===== src/rtl/countdown_timer60_pkg.sv =====
// Shared constants, state encoding and preset clamp for the mm:ss countdown timer.
package countdown_timer60_pkg;

  localparam logic [5:0] SEC_MAX = 6'd59;

  typedef enum logic [1:0] {
    IDLE  = 2'd0,
    RUN   = 2'd1,
    PAUSE = 2'd2,
    ALARM = 2'd3
  } state_t;

  // Presets above 59 saturate rather than wrap.
  function automatic logic [5:0] clamp59(input logic [5:0] v);
    return (v > SEC_MAX) ? SEC_MAX : v;
  endfunction

endpackage


===== src/rtl/countdown_timer60_down_counter60.sv =====
// Mod-60 down-counter digit with borrow-in / borrow-out, used for seconds and minutes.
module down_counter60
  import countdown_timer60_pkg::*;
(
  input  logic       clk,
  input  logic       rst,
  input  logic       ld,
  input  logic [5:0] d,
  input  logic       bi,
  output logic       bo,
  output logic [5:0] q
);

  // Load has priority; otherwise a borrow-in decrements, wrapping 0 -> 59.
  always_ff @(posedge clk or negedge rst) begin
    if (!rst)     q <= '0;
    else if (ld)  q <= d;
    else if (bi)  q <= (q == 6'd0) ? SEC_MAX : q - 6'd1;
  end

  assign bo = (q == 6'd0) && bi;

endmodule


===== src/rtl/countdown_timer60.sv =====
// mm:ss countdown timer: two chained mod-60 digits plus IDLE/RUN/PAUSE/ALARM control.
module countdown_timer60
  import countdown_timer60_pkg::*;
#(
  parameter int ALARM_TICKS = 4
) (
  input  logic       clk,
  input  logic       rst,
  input  logic       tick,
  input  logic       ld,
  input  logic [5:0] d_min,
  input  logic [5:0] d_sec,
  input  logic       start,
  input  logic       stop,
  output logic [5:0] min,
  output logic [5:0] sec,
  output logic       running,
  output logic       done,
  output logic       alarm
);

  state_t     state, nstate;
  logic [3:0] acnt, nacnt;
  logic       ndone;
  logic       sec_bi, sec_bo, min_bo;
  logic       zero, last_sec;

  // Digits only move on a tick that RUN actually accepts; stop and ld both claim the cycle.
  assign sec_bi   = tick & (state == RUN) & ~stop & ~ld;
  assign zero     = (min == 6'd0) && (sec == 6'd0);
  assign last_sec = sec_bi && (min == 6'd0) && (sec == 6'd1);

  down_counter60 u_sec (
    .clk (clk),
    .rst (rst),
    .ld  (ld),
    .d   (clamp59(d_sec)),
    .bi  (sec_bi),
    .bo  (sec_bo),
    .q   (sec)
  );

  down_counter60 u_min (
    .clk (clk),
    .rst (rst),
    .ld  (ld),
    .d   (clamp59(d_min)),
    .bi  (sec_bo),
    .bo  (min_bo),
    .q   (min)
  );

  // Control state, alarm tick count and the done pulse register.
  always_ff @(posedge clk or negedge rst) begin
    if (!rst) begin
      state <= IDLE;
      acnt  <= '0;
      done  <= 1'b0;
    end else begin
      state <= nstate;
      acnt  <= nacnt;
      done  <= ndone;
    end
  end

  // Next state: ld > stop > start > tick. A stop in IDLE swallows a simultaneous start.
  always_comb begin
    nstate = state;
    nacnt  = acnt;
    ndone  = 1'b0;
    if (ld) begin
      nstate = IDLE;
      nacnt  = '0;
    end else begin
      case (state)
        IDLE:  if (start && !stop && !zero) nstate = RUN;
        RUN: begin
          if (stop) nstate = PAUSE;
          else if (last_sec) begin
            nstate = ALARM;
            ndone  = 1'b1;
            nacnt  = '0;
          end
        end
        PAUSE: if (!stop && start) nstate = RUN;
        ALARM: begin
          if (stop || start) begin
            nstate = IDLE;
            nacnt  = '0;
          end else if (tick) begin
            if (acnt == 4'(ALARM_TICKS - 1)) begin
              nstate = IDLE;
              nacnt  = '0;
            end else begin
              nacnt = acnt + 4'd1;
            end
          end
        end
        default: nstate = IDLE;
      endcase
    end
  end

  assign running = (state == RUN);
  assign alarm   = (state == ALARM);

endmodule

===== config.mk =====
export PLATFORM = sky130hd
export DESIGN_NAME = countdown_timer60
export DESIGN_NICKNAME = d
export VERILOG_FILES = /design/src/rtl/countdown_timer60_pkg.sv /design/src/rtl/countdown_timer60_down_counter60.sv /design/src/rtl/countdown_timer60.sv
export SDC_FILE = /design/constraint.sdc
export NUM_CORES = 1
export LEC_CHECK = 0
export BUFFER_PORTS_ARGS = -buffer_cell sky130_fd_sc_hd__buf_2
export CORE_MARGIN = 3
export CORE_UTILIZATION = 48
export DETAILED_ROUTE_END_ITERATION = 8
export PLACE_DENSITY_LB_ADDON = 0.25
export SYNTH_ARGS = -nofsm -noshare
export SYNTH_HDL_FRONTEND = slang
export SYNTH_HIERARCHICAL = 1
export SYNTH_SLANG_ARGS = --single-unit

===== constraint.sdc =====
create_clock -name clk -period 2.3 [get_ports clk]
set_input_delay 0.46 -clock clk [delete_from_list [all_inputs] [get_ports clk]]
set_output_delay 0.46 -clock clk [all_outputs]
set_load 0.01 [all_outputs]

# == Word-level counts from Yosys, hierarchy flattened ==
# Index checks and enable logic that the tools add are counted.
# W data, S select, Z words.
# totals
regBits,19
latch_bits,0
mem_bits_rw,0
romBits,0
in_bits,18
output_inout_bits,15
word_cells,72
n_memories,0
# op_classes
n_addsub,3
multipliers,0
n_div,0
order_cmp,2
n_eq_ne,12
shifts,0
n_mux,28
n_bitwise,5
n_reduce_logical,17
# ops
operator,count
$mux W6,8
$mux W4,6
$mux W2,8
$gt A6 B6 Y1 const B,2
$logic_not A6 Y1,2
$sub A6 B1 Y6 const B,2
$ne A3 B3 Y1 const B,3
$ne A4 B3 Y1 const B,2
$pmux W2 S4,1
$pmux W4 S2,1
$eq A6 B1 Y1 const B,1
$logic_and A1 B1 Y1,6
$reduce_and A5 Y1,1
$add A4 B1 Y4 const B,1
$eq A2 B2 Y1 const B,2
$eq A4 B2 Y1 const B,1
$mux W1,4
$ne A4 B2 Y1 const B,1
$reduce_and A4 Y1,1
$reduce_bool A2 Y1,2
$and A1 B1 Y1,3
$ne A3 B2 Y1 const B,1
$reduce_bool A3 Y1,1
$eq A2 B1 Y1 const B,1
other kinds (4),6

# == Depth between registers and ports, before layout ==
# Gate-level depths: netlist (run 1).
# depth
ltp_word,10
ltp_mapped,10
ltp_nobuf,7

# == Modules after synthesis ==
# The synthesis (run 1) kept the hierarchy.
# modules_own_cells
module,instances,cells_per_inst,area_each_um2,seq_area_each_um2
down_counter60,2,46,429.2,150.1
countdown_timer60,1,68,566.8,175.2

# == Least setup slack after synthesis (run 1) ==
# No wires, ideal clock.
# synth_timing
path_type,input to register
startpoint,input port ld
endpoint,register u_min.q[5]
setup_time_ns,0.122
arrival_time_ns,2.210
required_time_ns,2.178
slack_ns,-0.032
cell_stages,10
path_buffers,3
cell_sequence,buf_6 nor4b_2 and2_1 buf_4 nor4b_4 and2_2 buf_4 nor4b_4 a31o_1 o21ai_1
# synth_between
elab_chain_cells,4
word_cells_on_any_way,5
cone_classes,mux: 1; bitwise: 2; reduce/logical: 2
# synth_lines
item,line_no,text
from (decl),countdown_timer60.sv:10,"input logic ld,"
$not A1 Y1,countdown_timer60.sv:29,assign sec_bi = tick & (state == RUN) & ~stop & ~ld;
$and A1 B1 Y1,countdown_timer60.sv:29,
named net sec_bi,countdown_timer60.sv:25,"logic sec_bi, sec_bo, min_bo;"
$logic_and A1 B1 Y1,countdown_timer60_down_counter60.sv:21,assign bo = (q == 6'd0) && bi;
named net sec_bo,countdown_timer60.sv:25,
$reduce_bool A2 Y1 (no source line),--,
to (signal assigned),countdown_timer60_down_counter60.sv:18,else if (bi) q <= (q == 6'd0) ? SEC_MAX : q - 6'd1;
to (decl),countdown_timer60_down_counter60.sv:11,output logic [5:0] q
# The timed path passes the listed nets, and every way through them passes these cells.
# A chain may end at the register's enable or synchronous reset.

# == Final worst setup path (run 1) ==
# layout_timing
startpoint,register state[1]
endpoint,register u_min.q[2]
# layout_between
elab_chain_cells,6
# layout_lines
item,line_no,text
from (decl),countdown_timer60.sv:22,"state_t state, nstate;"
from (signal assigned),countdown_timer60.sv:60,state <= nstate;
$eq A2 B1 Y1,countdown_timer60.sv:29,
$and A1 B1 Y1 (3 in series),countdown_timer60.sv:29,
named net sec_bi,countdown_timer60.sv:25,
$logic_and A1 B1 Y1,countdown_timer60_down_counter60.sv:21,
named net sec_bo,countdown_timer60.sv:25,
$reduce_bool A2 Y1 (no source line),--,
# The timed path passes the listed nets, and every way through them passes these cells.

==> reports/metrics.csv, run 1 <==
stage,metric,value,unit
run_status,status,completed,
worst_setup_path,worstPathMaxFanout,8,
synthesis,syn_area_per_cell,8.92,sq um
floorplan,io-pin-count,33,
routing,drt_first_pass_iters,5,
sta,clock_skew,13.0,ps
clocking,post_cts_buffers,0,
clocking,clk_pin_slew,120,ps
floorplan,fp.dieW,60.3,um
clocking,cts_buffers,3,
place,port_buffers,32,
routing,vias,1320,
power_and_ir_drop,p_leak,0.758,nW
finish,layout-drive-gt1-share,30.4,%
routing,drc_errors,0,
synthesis,syn_nets,182,
clocking,ctsLongestPathBuffers,2,
flow_run,drv_cap,0,
worst_setup_path,path_class,flop to flop,
clocking,clk_latency,300,ps
worst_setup_path,arrival,2270,ps
sta,slew_headroom,68.8,%
power_and_ir_drop,power.density,559,nW/um^2
sta,rsz0062_at_grt,no,
clocking,cts.sinks,19,
floorplan,core-area,2780,sq um
sta,worst_pin_slew,468,ps
sta,timing.final.crit_share,90.2,%
routing,routed_via_density,5.95,
worst_hold_path,hp-class,input port to async pin,
routing,finalWirelength,3.31,mm
grt,grt_max_degree,27,
sta,setup_viol,0,
routing,wl_per_cell,14.9,um
place,gp_congestion,0.847,
floorplan,start_util,51.0,%
grt,first_global_vias,1261,
power_and_ir_drop,power.total,920,uW
worst_setup_path,cp.required,2490,ps
grt,track_usage,19.9,%
routing,antenna_left,0,
sta,max_freq,482,MHz
finish,fin_nets,215,
worst_setup_path,critPathLaunchType,flop,
synthesis,synth_warnings,6,
floorplan,die-area,3640,sq um
sta,hold_viol_final,0,
clocking,htreeDepth,1,
sta,tns,0,ps
synthesis,syn_area,1420,sq um
sta,drv_slew,0,
grt,antenna_found_initial,0,
clocking,cts_tree,done,
floorplan,fp.dieH,60.3,um
grt,grt.overflow.total,0,
worst_setup_path,endpoint_kind,flop,
worst_setup_path,worst_r2r_path_depth,7,
place,dp.final_hpwl,2.51,mm
routing,drt_iter0_drc,87,
worst_setup_path,r2r_slack,230,ps
power_and_ir_drop,irDropWorstVdd,0.000474,V
finish,syn_to_final_growth,16.2,%
worst_setup_path,r2r-start,state[1],
synthesis,synth_cells,159,
floorplan,rows,19,
finish,antenna-diode-count,0,
clocking,cts_root_buf,clkbuf_4,
sta,finalCriticalPeriod,2070,ps
worst_setup_path,r2r-end,u_min/q[2],
clocking,postCtsHoldBufs,0,
grt,grt_first_pass_wirelength,5.58,mm
[state kept, by name (all words and copies together) (netlist names)]
| name | cells |
|---|---|
| u_min/q | 6 |
| acnt | 4 |
| done | 1 |
| u_sec/q | 6 |
| state | 2 |
[layer usage]
metal / routed length [um] / track usage, % / up-vias
met3: 176 / 2.77 / 2
met2: 1620 / 33.0 / 41
li1: - / - / 652
met4: 13 / 6.65 / 0
met5: 0 / 0 / -
met1: 1500 / 26.7 / 625
[layout by cell type, fill, tap and decap left out, types with 3 or more instances in the layout]
master    instances
buf_2            32
dfrtp_1          18
nand2_1          13
inv_1            10
nor2_1            8
buf_4             8
nand2b_1          6
nor2b_1           6
a21oi_1           6
o21ai_0           6
nand3_1           5
o31ai_1           5
ha_1              5
and2_1            4
a31o_1            4
nand4_1           3
nor4b_4           3
nor3_1            3
o21bai_1          3
clkbuf_4          3
[where the power goes]
group / total [mW] / internal [mW] / switching, mW
clock network: 0.176 / 0.0648 / 0.111
logic: 0.307 / 0.144 / 0.164
registers: 0.437 / 0.372 / 0.0654
[critical path, cell delays in order (launching register included)]
cell and delay (ps):
dfrtp_2 490, nor4b_4 300, and2_1 180, nor4b_4 260, and2_2 240, nand2_1 80, a31o_1 220, a41o_1 200
[cell type report]
class                           instances  area [sq um]
Clock buffer                            3          22.5
Inverter                               12          45.0
Tap cell                               31          38.8
Timing Repair Buffer                   40           220
Clock inverter                          1          5.00
Sequential cell                        19           477
Multi-Input combinational cell        116           838
Fill cell                             251          1130
[repair_timing]
action / CTS / global route
endpoints found under the hold margin: 0 / 0
setup endpoints to repair: 0 / 1
gates resized for setup: 0 / 2
[worst max-delay path by stage]
stage | slack [ps] | cells after the start | start | endpoint
floorplan | 20 | 10 | ld | u_min/q[2]
global placement | 220 | 8 | ld | u_min/q[4]
detailed placement | 130 | 8 | ld | u_min/q[4]
CTS | 170 | 7 | state[1] | u_min/q[4]
global route | 50 | 7 | state[1] | u_min/q[5]
finish | 230 | 7 | state[1] | u_min/q[2]
[metrics by stage]
| stage | std cells | hold WS, ps | util (%) | setup slack [ps] | instance area (sq um) |
|---|---|---|---|---|---|
| after floorplan | 159 | 164 | - | 24.6 | 1430 |
| after global placement | 218 | 430 | 58.2 | 217 | 1620 |
| after detailed placement | 218 | 438 | 58.2 | 127 | 1620 |
| after CTS | 222 | 89.1 | 59.2 | 168 | 1650 |
| after global routing | 222 | 109 | 59.2 | 53.4 | 1650 |
| final | 222 | 88.7 | 59.2 | 226 | 1650 |
Note: power is estimated with default switching activity, not from simulation.
==> run 2, diff against run 1 <==
- PLACE_DENSITY: not set -> 0.74
- PLACE_DENSITY_LB_ADDON: 0.25 -> not set
==> run 2 against run 1 <==
  * Global-route usage is 0.63 points lower
  * Fmax hardly changed
  * Via count is 1.1% lower
  * Critical path type unchanged
==> reports/metrics.csv, run 2 (synthesis results as in run 1) <==
stage,metric,value,unit,change
run_status,status,completed,,unchanged
sta,worst_pin_slew,445,ps,was 468 ps
worst_setup_path,crit_path_max_incr_delay,490,ps,about the same
power_and_ir_drop,irDropWorstVdd,0.000411,V,was 0.000474 V
sta,tns,0,ps,unchanged
routing,drt_first_pass_iters,4,,was 5
clocking,cts_root_buf,clkbuf_4,,unchanged
finish,layout_commonest_cell,buf_2,,unchanged
worst_setup_path,arrival,2270,ps,about the same
clocking,cts.sinks,19,,unchanged
grt,grt_first_pass_wirelength,5.40,mm,was 5.58 mm
sta,slew_headroom,70.4,%,was 68.8%
worst_setup_path,cp.required,2500,ps,was 2490 ps
sta,finalCriticalPeriod,2080,ps,was 2070 ps
place,place_inst,219,,was 218
flow_run,drv_cap,0,,unchanged
worst_setup_path,slowest_stage,dfrtp_1,,was dfrtp_2
clocking,htreeDepth,1,,unchanged
worst_setup_path,r2r-end,u_min/q[2],,unchanged
clocking,cts_buffers,3,,unchanged
floorplan,io-pin-count,33,,unchanged
finish,fin_nets,216,,was 215
clocking,ctsLongestPathBuffers,2,,unchanged
finish,design_area,1650,sq um,about the same
finish,layout_common_cells,"buf_2, dfrtp_1, nand2_1",,unchanged
grt,grt.met2_usage,34.1,%,was 33.0%
finish,syn_to_final_growth,16.7,%,was 16.2%
power_and_ir_drop,sequentialPowerShare,47.5,%,about the same
grt,track_usage,19.3,%,was 19.9%
sta,hold_viol_final,0,,unchanged
power_and_ir_drop,p_comb_share,33.3,%,was 33.4%
sta,whs,83.6,ps,was 88.7 ps
grt,grt.busiest_layer,met2,,unchanged
grt,grtUsageMet1,24.6,%,was 26.7%
finish,top_regs,"u_min/q: 6 flops, u_sec/q: 6 flops, acnt: 4 flops",,unchanged
worst_setup_path,cp-endpoint,u_min/q[2],,unchanged
routing,finalWirelength,3.25,mm,was 3.31 mm
floorplan,start_util,51.0,%,unchanged
worst_setup_path,cpMostUsedCell,nor4b_4,,unchanged
worst_setup_path,worstPathMaxFanout,9,,was 8
power_and_ir_drop,p_switching,333,uW,was 340 uW
floorplan,fp.dieH,60.3,um,unchanged
floorplan,rows,19,,unchanged
clocking,cts_tree,done,,unchanged
worst_setup_path,r2r_slack,220,ps,was 230 ps
worst_setup_path,worst_r2r_path_depth,7,,unchanged
routing,routed_via_density,5.86,,was 5.95
worst_setup_path,r2r-start,state[1],,unchanged
finish,layout-drive-gt1-share,30.2,%,was 30.4%
grt,grt_use_met3,2.13,%,was 2.77%
sta,drv_slew,0,,unchanged
sta,rsz0062_at_grt,no,,unchanged
finish,fin_util,59.5,%,was 59.2%
worst_hold_path,hp-class,input port to async pin,,unchanged
place,port_buffers,32,,unchanged
floorplan,fp.dieW,60.3,um,unchanged
sta,max_freq,482,MHz,about the same
routing,drc_errors,0,,unchanged
finish,antenna-diode-count,0,,unchanged
routing,antenna_left,0,,unchanged
sta,timing.final.crit_share,90.3,%,was 90.2%
routing,drt_iter0_drc,58,,was 87
sta,clock_skew,0.995,ps,was 13.0 ps
sta,setup_viol,0,,unchanged
clocking,clk_latency,300,ps,about the same
routing,vias,1306,,was 1320
grt,antenna_found_initial,0,,unchanged
power_and_ir_drop,p_leak,0.763,nW,was 0.758 nW
grt,grt_max_degree,33,,was 27
routing,wl_per_cell,14.6,um,was 14.9 um
worst_setup_path,critPathLaunchType,flop,,unchanged
floorplan,die-area,3640,sq um,unchanged
power_and_ir_drop,intPower,578,uW,was 580 uW
place,dp.final_hpwl,2.47,mm,was 2.51 mm
clocking,postCtsHoldBufs,0,,unchanged
power_and_ir_drop,clkPwrFrac,19.3,%,was 19.1%
worst_setup_path,crit_path_start,state[1],,unchanged
grt,grt.overflow.total,0,,unchanged
power_and_ir_drop,swShare,36.5,%,was 37.0%
worst_setup_path,path_cells,nor4b_4 -> and2_1 -> nor4b_4 -> and2_4 -> nand2_1 -> a31o_1 -> a41o_1,,was nor4b_4 -> and2_1 -> nor4b_4 -> and2_2 -> nand2_1 -> a31o_1 -> a41o_1
finish,stdcell_count,223,,was 222
floorplan,core-area,2780,sq um,unchanged
place,placed_area,1630,sq um,was 1620 sq um
worst_setup_path,path_class,flop to flop,,unchanged
finish,fillers,248,,was 251
worst_setup_path,endpoint_kind,flop,,unchanged
grt,first_global_vias,1260,,was 1261
place,gp_congestion,0.842,,was 0.847
clocking,clk_pin_slew,120,ps,about the same
power_and_ir_drop,power.density,551,nW/um^2,was 559 nW/um^2
[run 2: area by class of cell]
class                   instances  area [sq um]  area share, %
multi-input cells             116           840           50.8
well taps                      31          38.8           2.34
clock inverters                 1          5.00          0.303
clock buffers                   3          22.5           1.36
repair buffers                 41           228           13.8
inverters                      12          45.0           2.72
flip-flops and latches         19           475           28.7
[run 2: worst min path at each step]
stage / end / slack [ps] / cells past startpoint / start
2_1_floorplan: acnt[0] / 160 / 0 / rst
3_3_place_gp: u_min/q[1] / 430 / 1 / rst
3_5_place_dp: u_min/q[1] / 430 / 1 / rst
4_1_cts: u_min/q[0] / 90 / 1 / rst
5_1_grt: acnt[2] / 100 / 1 / rst
6_report: u_min/q[1] / 80 / 1 / rst
[run 2: through the flow]
stage	worst slack (ps)	total power [mW]
after floorplan	24.6	0.628
after global placement	203	0.735
after detailed placement	132	0.744
after CTS	182	0.922
after global routing	48.5	0.983
final	224	0.911
[run 2: power groups by stage]
| stage | Combinational [mW] | Clock, mW | Sequential [mW] |
|---|---|---|---|
| final | 0.303 | 0.175 | 0.432 |
| after global routing | 0.341 | 0.199 | 0.443 |
| after CTS | 0.306 | 0.184 | 0.433 |
| after detailed placement | 0.305 | 0 | 0.440 |
| after global placement | 0.297 | 0 | 0.438 |
| after floorplan | 0.177 | 0 | 0.451 |
[run 2: routing by layer]
| layer | vias up | wire, um |
|---|---|---|
| met5 | - | 0 |
| li1 | 650 | - |
| met3 | 0 | 131 |
| met1 | 622 | 1450 |
| met4 | 0 | 0 |
| met2 | 34 | 1670 |
[run 2: critical path: cells and delay by family (launching register included)]
kind | cells | cell delay [ps]
AND/OR/NAND/NOR | 5 | 1050
flip-flops | 1 | 490
AO/OA/AOI/OAI | 2 | 430
[run 2: what timing repair did]
item                                    CTS  global route
endpoints found under the setup margin    0             1
resized for setup                         0             1
buffers inserted                          0             0
==> run 3, diff against run 2 <==
- ABC_CLOCK_PERIOD_IN_PS: not set -> 2300
- RECOVER_POWER: not set -> 25
==> run 3 against run 2 <==
  * First-iteration DRC count did not move
  * Worst setup slack improved by 1.5 ps
  * Count of clock-buffer cells in the layout unchanged
  * Critical endpoint unchanged
  * Largest cell class unchanged
==> reports/metrics.csv, run 3 (synthesis results as in run 1) <==
stage,metric,value,unit,change
clocking,clk_pin_slew,120,ps,about the same
routing,finalWirelength,3.23,mm,was 3.25 mm
place,dp.final_hpwl,2.47,mm,unchanged
routing,routed_via_density,5.80,,was 5.86
clocking,htreeDepth,1,,unchanged
worst_setup_path,path_class,flop to flop,,unchanged
routing,antenna_left,0,,unchanged
grt,first_global_vias,1260,,unchanged
flow_run,drv_cap,0,,unchanged
routing,drt_first_pass_iters,4,,unchanged
grt,grt_first_pass_wirelength,5.40,mm,unchanged
routing,drc_errors,0,,unchanged
worst_setup_path,critPathLaunchType,flop,,unchanged
sta,setup_viol,0,,unchanged
power_and_ir_drop,clkPwrFrac,19.3,%,about the same
finish,syn_to_final_growth,16.6,%,was 16.7%
sta,slew_headroom,29.9,%,was 70.4%
grt,grt_max_degree,33,,unchanged
finish,layout_common_cells,"buf_2, dfrtp_1, nand2_1",,unchanged
sta,worst_pin_slew,1050,ps,was 445 ps
floorplan,fp.dieW,60.3,um,unchanged
power_and_ir_drop,irDropWorstVdd,0.000410,V,was 0.000411 V
worst_setup_path,arrival,2270,ps,about the same
grt,track_usage,19.3,%,unchanged
routing,wl_per_cell,14.5,um,was 14.6 um
sta,tns,0,ps,unchanged
power_and_ir_drop,p_switching,333,uW,about the same
clocking,post_cts_buffers,0,,unchanged
sta,timing.final.crit_share,90.2,%,was 90.3%
worst_setup_path,endpoint_kind,flop,,unchanged
sta,max_freq,482,MHz,about the same
floorplan,die-area,3640,sq um,unchanged
sta,finalCriticalPeriod,2070,ps,was 2080 ps
grt,grt.overflow.total,0,,unchanged
sta,hold_viol_final,0,,unchanged
worst_hold_path,hp-class,input port to async pin,,unchanged
finish,top_regs,"u_min/q: 6 flops, u_sec/q: 6 flops, acnt: 4 flops",,unchanged
floorplan,rows,19,,unchanged
finish,layout-drive-gt1-share,29.7,%,was 30.2%
place,port_buffers,32,,unchanged
place,place_worst_setup_slack,132,ps,unchanged
worst_setup_path,cp.required,2500,ps,about the same
floorplan,core-area,2780,sq um,unchanged
floorplan,io-pin-count,33,,unchanged
place,gp_congestion,0.842,,unchanged
power_and_ir_drop,sequentialPowerShare,47.5,%,about the same
finish,layout_commonest_cell,buf_2,,unchanged
power_and_ir_drop,p_comb_share,33.3,%,about the same
routing,vias,1294,,was 1306
clocking,cts_root_buf,clkbuf_4,,unchanged
sta,rsz0062_at_grt,no,,unchanged
clocking,postCtsHoldBufs,0,,unchanged
floorplan,start_util,51.0,%,unchanged
sta,drv_slew,0,,unchanged
grt,antenna_found_initial,0,,unchanged
power_and_ir_drop,swShare,36.5,%,about the same
sta,clock_skew,0.697,ps,was 0.995 ps
clocking,cts_buffers,3,,unchanged
finish,antenna-diode-count,0,,unchanged
floorplan,fp.dieH,60.3,um,unchanged
routing,drt_iter0_drc,58,,unchanged
clocking,cts_tree,done,,unchanged
power_and_ir_drop,p_leak,0.761,nW,was 0.763 nW
run_status,status,completed,,unchanged
sta,setup_ws,226,ps,was 224 ps
power_and_ir_drop,intPower,578,uW,about the same
clocking,cts.sinks,19,,unchanged
worst_setup_path,worstPathMaxFanout,9,,unchanged
clocking,ctsLongestPathBuffers,2,,unchanged
power_and_ir_drop,power.density,551,nW/um^2,about the same
finish,fin_nets,216,,unchanged
clocking,clk_latency,300,ps,about the same
-- run 3: cell count changes in the layout (fill, tap and decap cells not counted), sizes merged --
| cell | previous run | this run |
|---|---|---|
| buf | 41 | 40 |
| clkbuf | 3 | 4 |
-- run 3: metal layers --
metal,up-vias,part of all wire [%],global-route usage [%]
met2,28,52,34.1
met4,0,0,6.01
met1,617,45,24.6
met5,-,0,0
li1,649,-,-
met3,0,3.6,2.13
-- run 3: layout make-up --
cell class                      count  area [sq um]
Fill cell                         248          1130
Multi-Input combinational cell    116           840
Sequential cell                    19           475
Timing Repair Buffer               41           226
Inverter                           12          45.0
Tap cell                           31          38.8
Clock buffer                        3          22.5
Clock inverter                      1          5.00
-- run 3: power by group through the flow --
stage	clock network (mW)	logic, mW	registers (mW)
CTS	0.184	0.306	0.433
finish	0.175	0.303	0.432
detailed placement	0	0.305	0.440
global route	0.199	0.341	0.443
global placement	0	0.297	0.438
floorplan	0	0.177	0.451
-- run 3: path summary, 6_finish.rpt --
check | depth (start not counted) | slack, ps | endpoint | from
max | 7 | 230 | u_min/q[2] | state[1]
min | 1 | 310 | u_min/q[1] | rst
max reg2reg | 7 | 230 | u_min/q[2] | state[1]
min reg2reg | 1 | 520 | acnt[2] | acnt[2]
max in group asynchronous | 1 | 1360 | u_sec/q[4] | rst
min in group clk | 3 | 400 | u_sec/q[5] | d_sec[5]
-- run 3: through the flow --
stage | instances | cell area (sq um) | utilization [%] | hold slack, ps | total power, mW
detailed placement | 219 | 1630 | 58.4 | 431 | 0.744
finish | 223 | 1650 | 59.4 | 313 | 0.911
global placement | 219 | 1630 | 58.4 | 425 | 0.735
CTS | 223 | 1650 | 59.4 | 89.8 | 0.922
floorplan | 159 | 1430 | - | 164 | 0.628
global route | 223 | 1650 | 59.4 | 388 | 0.983
-- run 3: repair_timing --
| item | 4_1_cts | 5_1_grt |
|---|---|---|
| resized for setup | 0 | 1 |
| setup endpoints to repair | 0 | 1 |
| hold endpoints to repair | 0 | 0 |
-- run 3: critical path, stage by stage, from the launching register on --
cell	delay (ps)
dfrtp_1	490
nor4b_4	320
and2_1	180
nor4b_4	210
and2_4	240
nand2_1	100
a31o_1	230
a41o_1	200
